`config.mk`:
```
export PLATFORM = sky130hd
export DESIGN_NAME = axil_rd_responder
export DESIGN_NICKNAME = d
export VERILOG_FILES = /design/src/rtl/axil_rd_responder.sv
export SDC_FILE = /design/constraint.sdc
export NUM_CORES = 1
export LEC_CHECK = 0
export CORE_MARGIN = 2
export CORE_UTILIZATION = 40
export CTS_CLUSTER_SIZE = 20
export DETAILED_ROUTE_END_ITERATION = 16
export PLACE_DENSITY = 0.79
export SETUP_SLACK_MARGIN = 0.2
export SLEW_MARGIN = 20
export SYNTH_ARGS = -nofsm -noshare
export SYNTH_HDL_FRONTEND = slang
export SYNTH_SLANG_ARGS = --single-unit
```
`constraint.sdc`:
```
create_clock -name AXI_ACLK -period 4.21 [get_ports AXI_ACLK]
set_input_delay 0.842 -clock AXI_ACLK [delete_from_list [all_inputs] [get_ports AXI_ACLK]]
set_output_delay 0.842 -clock AXI_ACLK [all_outputs]
set_load 0.02 [all_outputs]
```
`src/rtl/axil_rd_responder.sv`:
```
// AXI4-Lite read responder: one AR at a time, 1-cycle-latency register bank read, registered R channel.
// Optional RREADY stall monitor built when AXIL_RD_WAIT_MON_EN is defined.
module axil_rd_responder #(
  parameter int unsigned C_AXI_DATA_WIDTH = 32,
  parameter int unsigned C_AXI_ADDR_WIDTH = 8,
  parameter int unsigned NUM_REGS         = 16,
  parameter int unsigned MAXWAIT          = 5
) (
  input  logic                                                   AXI_ACLK,
  input  logic                                                   AXI_ARESETN,
  input  logic [C_AXI_ADDR_WIDTH-1:0]                            AXI_ARADDR,
  input  logic [2:0]                                             AXI_ARPROT,
  input  logic                                                   AXI_ARVALID,
  output logic                                                   AXI_ARREADY,
  output logic [C_AXI_DATA_WIDTH-1:0]                            AXI_RDATA,
  output logic [1:0]                                             AXI_RRESP,
  output logic                                                   AXI_RVALID,
  input  logic                                                   AXI_RREADY,
  output logic                                                   REG_RD_EN,
  output logic [C_AXI_ADDR_WIDTH-$clog2(C_AXI_DATA_WIDTH/8)-1:0] REG_RD_ADDR,
  input  logic [C_AXI_DATA_WIDTH-1:0]                            REG_RD_DATA,
  output logic                                                   RD_WAIT_ERR
);

  localparam int unsigned ADDR_LSB = $clog2(C_AXI_DATA_WIDTH/8);
  localparam int unsigned IDX_W    = C_AXI_ADDR_WIDTH - ADDR_LSB;

  typedef enum logic [1:0] {IDLE, REQ, CAPT, RESP} state_t;

  state_t           state;
  logic             oor;
  logic [IDX_W-1:0] ar_idx;
  logic             ar_oor;

  assign ar_idx = AXI_ARADDR[C_AXI_ADDR_WIDTH-1:ADDR_LSB];
  assign ar_oor = (32'(ar_idx) >= NUM_REGS);

  always_ff @(posedge AXI_ACLK or negedge AXI_ARESETN) begin
    if (!AXI_ARESETN) begin
      state       <= IDLE;
      oor         <= 1'b0;
      AXI_ARREADY <= 1'b0;
      AXI_RVALID  <= 1'b0;
      AXI_RDATA   <= '0;
      AXI_RRESP   <= 2'b00;
      REG_RD_EN   <= 1'b0;
      REG_RD_ADDR <= '0;
    end else begin
      case (state)
        IDLE: begin
          if (AXI_ARREADY && AXI_ARVALID) begin
            AXI_ARREADY <= 1'b0;
            oor         <= ar_oor;
            REG_RD_EN   <= !ar_oor;
            if (!ar_oor) REG_RD_ADDR <= ar_idx;
            state       <= REQ;
          end else begin
            AXI_ARREADY <= 1'b1;
          end
        end
        REQ: begin
          REG_RD_EN <= 1'b0;
          state     <= CAPT;
        end
        CAPT: begin
          // Out-of-range reads take the same path so latency is identical.
          AXI_RDATA  <= oor ? '0 : REG_RD_DATA;
          AXI_RRESP  <= oor ? 2'b10 : 2'b00;
          AXI_RVALID <= 1'b1;
          state      <= RESP;
        end
        RESP: begin
          if (AXI_RREADY) begin
            AXI_RVALID  <= 1'b0;
            AXI_ARREADY <= 1'b1;
            state       <= IDLE;
          end
        end
        default: state <= IDLE;
      endcase
    end
  end

`ifdef AXIL_RD_WAIT_MON_EN
  localparam int unsigned CW = (MAXWAIT < 1) ? 1 : $clog2(MAXWAIT + 1);

  logic [CW-1:0] stall_cnt;
  logic          unused_ok;

  assign unused_ok = ^{AXI_ARPROT, AXI_ARADDR[ADDR_LSB-1:0]};

  always_ff @(posedge AXI_ACLK or negedge AXI_ARESETN) begin
    if (!AXI_ARESETN) begin
      stall_cnt   <= '0;
      RD_WAIT_ERR <= 1'b0;
    end else if (AXI_RVALID && AXI_RREADY) begin
      stall_cnt <= '0;
    end else if (AXI_RVALID && (stall_cnt != CW'(MAXWAIT))) begin
      stall_cnt <= stall_cnt + CW'(1);
      if (stall_cnt + CW'(1) == CW'(MAXWAIT)) RD_WAIT_ERR <= 1'b1;
    end
  end
`else
  logic unused_ok;

  assign unused_ok   = ^{AXI_ARPROT, AXI_ARADDR[ADDR_LSB-1:0], (MAXWAIT != 0)};
  assign RD_WAIT_ERR = 1'b0;
`endif

endmodule

```
==> impl_summary.md, run 1 <==
Timing
The maximum clock frequency is about 0.46 GHz. Headroom to the max-slew limit came out at 0.4568. The worst clock skew is 0.005335 ns.

Setup violations remaining at the end of the flow were counted as 0. The number of pins with negative max-slew slack in the final report is 0. The worst-margin pin slew is between 0.8 and 0.9 ns. The smallest clock period supported by the final layout is computed as roughly 2.2 ns. The final hold violation count was 0. Setup repair after global routing left no endpoint under its margin.

The setup TNS after final layout is 0 ns. Of the available clock period, the critical path in the final layout requires 0.5166.

Routing
The number of design rule violations left after detail routing is 0. The vias after detailed routing is between 1000 and 1500. The total length of routed wires is 3938 um.

In this run the remaining antenna-violating nets after routing total 0. The via count normalized by instance count is approximately 5. The length of the first detailed-routing pass in iterations is 4.

The DRC marker count from the first detailed-route iteration is 83. The post-detailed-route wirelength per cell is between 10 and 15 um.

Clocking
The number of sinks on the clock net is between 40 and 50. At the later pin of the worst-skew pair, clock insertion delay measures approximately 0.29 ns. The TritonCTS clock tree is done. The number of hold-repair buffers added at the cts stage is 0. Post-CTS repair changed the size of 0 cells. The clock root buffer master is clkbuf_8. The clock tree synthesis step divided the H-tree into 2 levels. The post-CTS setup buffer count is 0. The clock buffer count from CTS is 5. The maximum buffer depth of the clock tree is 2. After clock tree synthesis, the clock-pin slew on the worst setup and hold paths is about 0.080 ns.

GRT
The via count of the first global-routing pass is 1419. The aggregate global-route resource usage is 0.1567. The global-route met2 utilization is 0.2619. The met3 routing resource usage after global routing is 0.07270. The number of antenna violations at the first check in global routing was 0.

The met1 capacity usage during global routing is 0.1801. The remaining global-route overflow is 0. The global-route layer with the greatest usage is met2.

The first-pass GRT wire length is approximately 6400 um. The maximum number of pins on one net before global-route repair is 63.

Cells and area
The finished layout holds slightly below 300 standard cells, fillers aside. 0 antenna diodes ended up in the layout. The area used by multi-input combinational logic is 725.7 um2. The layout filler cell count is between 300 and 400. Of the cells placed in the final design, the portion with a size suffix greater than 1 is 0.1708. After the last flow step, the layout net total stands at a little under 300. The signed area change from the synthesized netlist to the final layout is 48.64%. Summing all flip-flop and latch instances after layout gives ~1100 um2.

Yosys
Ranked by total cell area, the synthesized netlist is headed by dfrtp_1, a31o_2, nor2b_1. The gate count after technology mapping is 160. The fraction of the mapped netlist area in compound gates is 0.1621. The synthesized design contains 45 register bits.

The sequential element share of the synthesized area is 0.5837. The fraction of synthesized area in multiplexers is 0.04799. Of the total synthesized cell area, the portion taken by full adders, half adders and majority gates is 0.03243. The synthesized area divided by synthesized cell count is roughly 12 um2.

The async set or reset register ratio after synthesis is 1.000. The share of the synthesized netlist area taken by xor and xnor gates is 0. The post-synthesis cell type with the largest combined area is dfrtp_1. The largest family of logic cells by synthesized area is compound AO/OA/AOI/OAI gates. Synthesis instantiated 23 different standard cells from the library. In this run, synthesis inferred 0 flip-flops with an integrated enable. Yosys printed 0 warnings. The area share of the leading cell type in the synthesized netlist is 0.5837. Of the total synthesized cell area, the portion taken by AND, OR, NAND and NOR gates is 0.1232. The most used flip-flop cell after synthesis is dfrtp_1.

The mapped cell area is 1929 um2.

Job
The reported max-cap violation count is 0.

Worst setup path
Measured in cells, the most critical reg-to-reg path has a length of 5. The start-to-end type of the worst setup path is reg -> out. The critical path launch point type is a flop. The buffering stage count on the worst path with inverters included is 1. The critical path endpoint category is an output pin. The biggest cell delay along the critical path is roughly 0.63 ns. The maximum net fanout on the critical path is 5. For the worst setup path, the data required time is approximately 3.4 ns. Walking the worst path, the cells encountered are clkdlybuf4s50_1. The arrival time at the worst endpoint is about 1.3 ns. In this design, the largest share of critical-path delay is due to buffers and inverters. For this design, the slowest cell found on the critical path is clkdlybuf4s50_1. In this run the number of cells on the critical path is 1.

Run status
The run finished with clean final reports.

Hold path
The number of cells on the worst hold path is 2. The tightest min-delay check is of the reg -> reg type.

Place
The congestion estimate from routability-driven global placement came to approximately 0.75. The total instance count after detailed placement is 287. Once detailed placement completed, the half-perimeter wirelength came to approximately 2600 um. Port buffering added 83 buffers.

Floorplan
The core region area is around 4700 um2. Measured along the x axis, the die boundary spans between 70 and 80 um. The die height is between 70 and 80 um. The number of placement rows is 25. The overall die area is around 5400 um2. For this design the top-level I/O count stands at between 90 and 100.

The initial core utilization is 0.4112.

Pwr
The reported leakage power is between 1 and 1.5 nW. The worst ir drop on vdd is about 0.00043 V. Power spread over the standard cell area amounts to 738.7 nW/um2.
## state kept, by name, summed over array words and instances (netlist names)
register and count:
AXI_RDATA 32, REG_RD_ADDR 6, state 2, AXI_ARREADY 1, AXI_RRESP 1, AXI_RVALID 1
REG_RD_EN 1, oor 1
## path summary, 6_finish.rpt
path | start | end | slack [ns]
setup / recovery | AXI_ARREADY | AXI_ARREADY | 2.04
min in group asynchronous | AXI_ARESETN | AXI_RDATA[13] | 0.54
setup reg to reg | state[0] | REG_RD_ADDR[1] | 2.33
hold reg to reg | AXI_RVALID | AXI_RVALID | 0.49
max in group asynchronous | AXI_ARESETN | AXI_RDATA[24] | 3.29
hold / removal | AXI_RVALID | AXI_RVALID | 0.49
## cell type report
class	count	share of cell area
clock buffer	7	0.03010
inverter	9	0.01178
multi-input combinational	96	0.2531
sequential	45	0.3927
tap	54	0.02356
timing repair buffer	83	0.2888
## logic make-up after synthesis
family | count (synthesis)
AO/OA/AOI/OAI | 41
AND/OR/NAND/NOR | 41
multiplexers | 7
adder cells (fa/ha/maj) | 5
buffers and inverters | 20
other | 1
flip-flops | 45
## power breakdown
group | switching (mW) | internal (mW) | total (mW)
Clock | 0.129 | 0.130 | 0.260
Combinational | 0.549 | 0.581 | 1.13
Sequential | 0.104 | 0.624 | 0.728
## cells in the mapped netlist, types with 2 or more instances
cell / n
o21ai_0: 12
nor2_1: 2
inv_1: 8
ha_1: 5
mux2_2: 2
a31o_2: 26
clkbuf_1: 4
a21boi_0: 2
nor2b_1: 28
buf_4: 2
buf_2: 3
mux2_4: 4
nand2_1: 7
and2_1: 2
dfrtp_1: 45
## tightest hold or removal path, cell delays in order, from the launching register on
cell and delay (ns):
dfrtp_1 0.34, nand2_1 0.04, o21ai_0 0.06
## layer usage
layer / up-vias / share of wire
met5: - / 0
met4: 0 / 0.010
met3: 4 / 0.096
met2: 54 / 0.47
met1: 671 / 0.43
li1: 700 / -
## stage by stage
stage / hold slack [ns] / setup slack (ns) / util / area (um2) / total power [mW]
after detailed placement: 0.4707 / 1.782 / 0.5901 / 2769 / 1.866
final: 0.4875 / 2.035 / 0.6112 / 2868 / 2.119
after CTS: 0.4956 / 2.004 / 0.6085 / 2855 / 2.136
after floorplan: 0.5108 / 2.440 / - / 1933 / 1.391
after global routing: 0.5196 / 1.974 / 0.6112 / 2868 / 2.277
after global placement: 0.4661 / 1.818 / 0.5901 / 2769 / 1.848
## placed cells by master, fill, tap and decap left out, drive strengths merged, types with 2 or more instances in the layout
cell type      count
nor2               2
a21boi             2
nor2b             28
ha                 5
nand2              7
dfrtp             45
clkbuf             7
mux2               6
a31o              26
inv                8
and2               2
o21ai             12
conb               2
clkdlybuf4s50     82
No activity file was read; power rests on OpenSTA's default activity.
==> run 2, diff against run 1 <==
Clock period 4.21 ns to 2.18 ns, I/O delays scaled along.
==> impl_summary.md, run 2 (synthesis results as in run 1) <==
Routing
The post-detailed-route wirelength per cell is 13.40 um (was 13.39 um). The vias after detailed routing is 1454 (was 1429). The number of design rule violations left after detail routing is 0 (unchanged). The total length of routed wires is 4020 um (was 3938 um).

The length of the first detailed-routing pass in iterations is 4 (unchanged). The via count normalized by instance count is 4.847 (was 4.861). The DRC marker count from the first detailed-route iteration is 45 (was 83). The remaining antenna violation count after routing was 0 (unchanged).

GRT
The maximum number of pins on one net before global-route repair is 29 (was 63). The remaining global-route overflow is 0 (unchanged). The number of antenna violations at the first check in global routing was 0 (unchanged).

The first-pass GRT wire length is 6417 um (was 6423 um). The aggregate global-route resource usage is 0.1554 (was 0.1567). The via count of the first global-routing pass came to 1452 (was 1419).

Worst setup path
The arrival time at the worst endpoint was 2.01 ns (was 1.33 ns). The end point of the critical path is REG_RD_ADDR[2] (was AXI_ARREADY). The critical register-to-register path startpoint is state[0] (unchanged). The start-to-end type of the worst setup path is reg -> reg (was reg -> out). The maximum net fanout on the critical path was 8 (was 5).

Cells traversed along the worst timing path: inv_1, ha_1, nand3_2, or3_1, mux2_4 (was clkdlybuf4s50_1). The slack of the worst reg-to-reg path came to 0.35 ns (was 2.33 ns). The critical path required time is 2.36 ns (was 3.37 ns). The critical path endpoint category is a flop (was output pin). The cell with the biggest individual delay on the critical path is or3_1 (was clkdlybuf4s50_1). The endpoint of the worst-slack reg-to-reg timing path is REG_RD_ADDR[2] (was REG_RD_ADDR[1]). The critical path launch point type is a flop (unchanged).

The cell count of the worst reg-to-reg path was 5 (unchanged). The biggest cell delay along the critical path is 0.48 ns (was 0.63 ns). The worst setup path startpoint is state[0] (was AXI_ARREADY).

Floorplan
The overall die area is 5395 um2 (unchanged). The die height is 73.45 um (unchanged). The core region area is 4692 um2 (unchanged). The initial core utilization is 0.4112 (unchanged).

The I/O pin count was 91 (unchanged). The floorplan die width came to 73.45 um (unchanged). The number of placement rows was 25 (unchanged).

Pwr
The areal power density over the cells is 1420 nW/um2 (was 738.7 nW/um2). The worst ir drop on vdd was 0.0006080 V (was 0.0004269 V). The reported leakage power is 1.292 nW (was 1.274 nW). The total power consumption of the routed design is 4.099 mW (was 2.119 mW).

Clocking
The TritonCTS clock tree is done (unchanged). The clock-pin transition on the worst setup and hold timing paths came to 0.08 ns (about the same). The post-cts repair resize count came to 0 (unchanged). The maximum buffer depth of the clock tree is 2 (unchanged). The number of sinks on the clock net is 45 (unchanged).

The clock latency of the later-clocked register in the worst-skew pair is 0.29 ns (about the same). The post-CTS setup buffer count was 0 (unchanged). The number of hold-repair buffers added at the cts stage was 0 (unchanged). The count of H-tree levels built during CTS is 2 (unchanged).

The clock buffer count from CTS is 5 (unchanged). The clock root buffer master was clkbuf_8 (unchanged).

Timing
The number of endpoints failing setup at the final stage is 0 (unchanged). For this run, the top clock speed supported by timing is around 0.55 GHz. The setup TNS after final layout is 0 ns (unchanged). The time the final worst path needs with I/O delays and setup is roughly 1.8 ns. The final clock period utilization by the worst path is 0.8395. The worst clock skew is 0.004317 ns (was 0.005335 ns).

Unrepaired setup endpoints after global routing: no (unchanged). The final hold violation count came to 0 (unchanged). The number of pins with negative max-slew slack in the final report is 0 (unchanged).

Place
The number of I/O port buffers was 83 (unchanged). The detailed-placement wirelength estimate is 2901 um (was 2643 um). The placer's final routability congestion estimate was 0.7607 (was 0.7486).

Cells and area
The largest register by flop count is AXI_RDATA (unchanged). The signed area change from the synthesized netlist to the final layout came to 49.61% (was 48.64%). Commonest cells after routing, fill and taps aside: clkdlybuf4s50_1, dfrtp_1, nor2b_1 (unchanged). The most common cell after layout, fill and taps aside was clkdlybuf4s50_1 (unchanged). The fraction of layout instances using a drive strength above 1 is 0.1829 (was 0.1708). The number of flip-flops under the largest register name came to 32 (unchanged). The number of diodes added for antenna fixing is 0 (unchanged). The layout net count is 297 (was 292). Largest registers in the final layout: AXI_RDATA x32, REG_RD_ADDR x6, state x2 (unchanged).

Hold path
The type of the tightest min-delay check was in -> async (was reg -> reg).

Run status
Result of the run: complete, no violations (unchanged).

Job
The reported max-cap violation count is 0 (unchanged).
[run 2: changes by cell type in the layout (fill, tap and decap cells not counted)]
| cell | change |
|---|---|
| clkbuf_1 | +2 |
| buf_2 | +1 |
| buf_4 | +4 |
| ha_4 | -1 |
| clkbuf_8 | -1 |
| ha_2 | +1 |
[run 2: worst min path at each step]
stage	start	endpoint	slack (ns)
floorplan	AXI_ARESETN	AXI_ARREADY	0.14
global placement	AXI_ARESETN	REG_RD_ADDR[0]	0.36
detailed placement	AXI_ARESETN	REG_RD_ADDR[0]	0.36
CTS	AXI_ARESETN	REG_RD_ADDR[5]	0.04
global route	AXI_ARESETN	AXI_RRESP[1]	0.05
finish	AXI_ARESETN	REG_RD_ADDR[0]	0.04
[run 2: critical path, delay by kind of cell, from the launching register on]
family	cells	cell delay [ns]
buffers and inverters	1	0.11
adder cells (fa/ha/maj)	1	0.24
flip-flops	1	0.43
AND/OR/NAND/NOR	2	0.59
multiplexers	1	0.35
[run 2: where the power goes]
part           internal, mW  leakage, nW  total [mW]  switching [mW]
Combinational          1.14        0.659        2.21            1.07
Clock                 0.228       0.0395       0.484           0.257
Sequential             1.21        0.593        1.40           0.197
Total                  2.57         1.29        4.10            1.53
[run 2: layout make-up]
class / count / area (um2)
fill: 403 / 1805
inverter: 9 / 33.78
tap: 54 / 67.56
multi-input combinational: 96 / 715.7
sequential: 45 / 1126
timing repair buffer: 88 / 863.3
clock buffer: 8 / 80.08
[run 2: metrics by stage]
| step | utilization | instances | worst slack [ns] | cell area [um2] | hold WS [ns] |
|---|---|---|---|---|---|
| after global routing | 0.6152 | 300 | 0.2183 | 2887 | 0.05247 |
| final | 0.6152 | 300 | 0.3498 | 2887 | 0.03954 |
| after detailed placement | 0.5981 | 292 | 0.1773 | 2806 | 0.3637 |
| after CTS | 0.6152 | 300 | 0.3351 | 2887 | 0.03790 |
| after global placement | 0.5981 | 292 | 0.1984 | 2806 | 0.3598 |
| after floorplan | - | 161 | 0.5409 | 1933 | 0.1404 |
[run 2: routing by layer]
metal	vias up	track usage	routed length, um
met5	-	0	0
met4	0	0.05859	42
met3	6	0.05624	332
met2	57	0.2480	1853
met1	679	0.1931	1790
li1	712	-	-
==> run 3, diff against run 2 <==
Clock period 2.18 ns to 1.7 ns, I/O delays scaled along.
==> impl_summary.md, run 3 (synthesis results as in run 1) <==
Cells and area
The layout filler cell count is 386 (was 403). Commonest cells after routing, fill and taps aside: dfrtp_1, dlygate4sd2_1, clkdlybuf4s50_1 (was clkdlybuf4s50_1, dfrtp_1, nor2b_1). The most common cell after layout, fill and taps aside is dfrtp_1 (was clkdlybuf4s50_1). The fraction of layout instances using a drive strength above 1 is 0.2461 (was 0.1829). The utilization after layout is 0.6397 (was 0.6152). Largest registers in the final layout: AXI_RDATA x32, REG_RD_ADDR x6, state x2 (unchanged).

The number of diodes added for antenna fixing was 0 (unchanged). The signed area change from the synthesized netlist to the final layout is 55.58% (was 49.61%). The layout net count is 307 (was 297). The largest register by flop count is AXI_RDATA (unchanged).

The finished layout cell area was 3002 um2 (was 2887 um2). The number of flip-flops under the largest register name is 32 (unchanged).

Floorplan
The floorplan die width is 73.45 um (unchanged). The core region area is 4692 um2 (unchanged). The number of placement rows is 25 (unchanged). The initial core utilization was 0.4112 (unchanged). The overall die area is 5395 um2 (unchanged). The die height is 73.45 um (unchanged).

The I/O pin count is 91 (unchanged).

Pwr
The reported leakage power is 1.526 nW (was 1.292 nW). The worst ir drop on vdd is 0.0009499 V (was 0.0006080 V). The areal power density over the cells is 1772 nW/um2 (was 1420 nW/um2). The total power consumption of the routed design is 5.320 mW (was 4.099 mW).

Place
The detailed-placement wirelength estimate is 2960 um (was 2901 um). The placer's final routability congestion estimate is 0.7664 (was 0.7607). The number of I/O port buffers was 83 (unchanged). The total placed instance area is 2872 um2 (was 2806 um2). The post-placement worst setup slack is -0.2205 ns (was 0.1773 ns).

Clocking
The count of H-tree levels built during CTS is 2 (unchanged). The maximum buffer depth of the clock tree is 2 (unchanged). The number of sinks on the clock net is 45 (unchanged). The clock latency of the later-clocked register in the worst-skew pair is 0.30 ns (was 0.29 ns). The clock buffer count from CTS was 5 (unchanged). The clock-pin transition on the worst setup and hold timing paths came to 0.08 ns (about the same). The TritonCTS clock tree is done (unchanged). The clock root buffer master is clkbuf_8 (unchanged).

GRT
The first-pass GRT wire length is 6665 um (was 6417 um). The maximum number of pins on one net before global-route repair is 29 (unchanged). The remaining global-route overflow is 0 (unchanged).

The number of antenna violations at the first check in global routing is 0 (unchanged). The via count of the first global-routing pass is 1476 (was 1452). The aggregate global-route resource usage is 0.1640 (was 0.1554).

Routing
The post-detailed-route wirelength per cell is 13.76 um (was 13.40 um). The via count normalized by instance count was 4.932 (was 4.847). The length of the first detailed-routing pass in iterations is 4 (unchanged). The total length of routed wires came to 4266 um (was 4020 um). The vias after detailed routing is 1529 (was 1454). The number of design rule violations left after detail routing is 0 (unchanged). The DRC marker count from the first detailed-route iteration is 60 (was 45). The remaining antenna violation count after routing is 0 (unchanged).

Run status
Result of the run: complete, no violations (unchanged).

Hold path
The destination of the worst hold path is REG_RD_ADDR[4]. The startpoint of the most critical hold path is REG_RD_ADDR[4]. Along the worst hold path, the cell count comes to 1. The type of the tightest min-delay check is reg -> reg (was in -> async).

Worst setup path
The endpoint of the worst-slack reg-to-reg timing path is REG_RD_ADDR[1] (was REG_RD_ADDR[2]). The cell with the biggest individual delay on the critical path is dfrtp_1 (was or3_1). The critical path endpoint category is a flop (unchanged). The critical path required time is 1.88 ns (was 2.36 ns).

The arrival time at the worst endpoint is 1.70 ns (was 2.01 ns). The cell count of the worst reg-to-reg path is 5 (unchanged). Cells traversed along the worst timing path: inv_2, ha_4, nand3_4, or3_4, mux2_4 (was inv_1, ha_1, nand3_2, or3_1, mux2_4). The critical register-to-register path startpoint is state[1] (was state[0]). The start-to-end type of the worst setup path is reg -> reg (unchanged). The biggest cell delay along the critical path is 0.40 ns (was 0.48 ns). The critical path launch point type is a flop (unchanged). The slack of the worst reg-to-reg path is 0.18 ns (was 0.35 ns). The maximum net fanout on the critical path was 7 (was 8).

Timing
The final clock period utilization by the worst path is 0.8934 (was 0.8395). The maximum clock frequency is 0.6585 GHz (was 0.5464 GHz). The post-layout worst setup margin is 0.1813 ns (was 0.3498 ns). The worst clock skew is 0.007548 ns (was 0.004317 ns). The time the final worst path needs with I/O delays and setup is 1.519 ns (was 1.830 ns). The number of pins with negative max-slew slack in the final report is 0 (unchanged). The final hold violation count is 0 (unchanged). The setup TNS after final layout is 0 ns (unchanged).

The number of endpoints failing setup at the final stage is 0 (unchanged). Unrepaired setup endpoints after global routing: yes (was no).

Job
The reported max-cap violation count came to 0 (unchanged).
## run 3: power by group
group | leakage [nW] | internal (mW) | total [mW] | switching (mW)
clock | 0.0450 | 0.285 | 0.640 | 0.355
combinational | 0.889 | 1.41 | 2.90 | 1.49
sequential | 0.592 | 1.55 | 1.78 | 0.233
total | 1.53 | 3.25 | 5.32 | 2.07
## run 3: worst max-delay path, delay by kind of cell, from the launching register on
family,cells,cell delay [ns]
fa+ha+maj,1,0.15
simple gates,2,0.45
mux,1,0.31
flops,1,0.40
buf+inv,1,0.08
## run 3: metrics by stage
stage	hold slack [ns]	cells
floorplan	0.04441	161
CTS	0.4932	309
global route	0.5069	310
finish	0.4902	310
detailed placement	0.3077	294
global placement	0.3068	294
## run 3: metal layers
| layer | GRT usage | share of wire |
|---|---|---|
| met4 | 0.07879 | 0.018 |
| met3 | 0.04390 | 0.072 |
| met1 | 0.1890 | 0.42 |
| met2 | 0.2808 | 0.49 |
| met5 | 0 | 0 |
## run 3: cell type report
type | count | area, um2 | area share
multi-input cells | 96 | 764.5 | 0.2547
inverters | 9 | 33.78 | 0.01125
flip-flops and latches | 45 | 1127 | 0.3756
repair buffers | 98 | 925.9 | 0.3085
well taps | 54 | 67.56 | 0.02251
clock buffers | 6 | 72.57 | 0.02418
clock inverters | 2 | 10.01 | 0.003335
## run 3: worst max path at each step
stage	start	to	slack [ns]	depth (start not counted)
3_3_place_gp	AXI_ARVALID	REG_RD_ADDR[3]	-0.17	4
6_report	state[1]	REG_RD_ADDR[1]	0.18	5
2_1_floorplan	state[1]	REG_RD_ADDR[0]	0.14	6
4_1_cts	state[1]	REG_RD_ADDR[1]	0.18	5
3_5_place_dp	AXI_ARVALID	REG_RD_ADDR[1]	-0.22	4
5_1_grt	state[1]	REG_RD_ADDR[1]	0.12	5
## run 3: repair_timing
action,in CTS,in global routing
hold buffers,1,0
buffers inserted,6,1
pin swaps,0,1
endpoints found under the setup margin,55,10
endpoints found under the hold margin,17,0
gates resized for setup,46,5
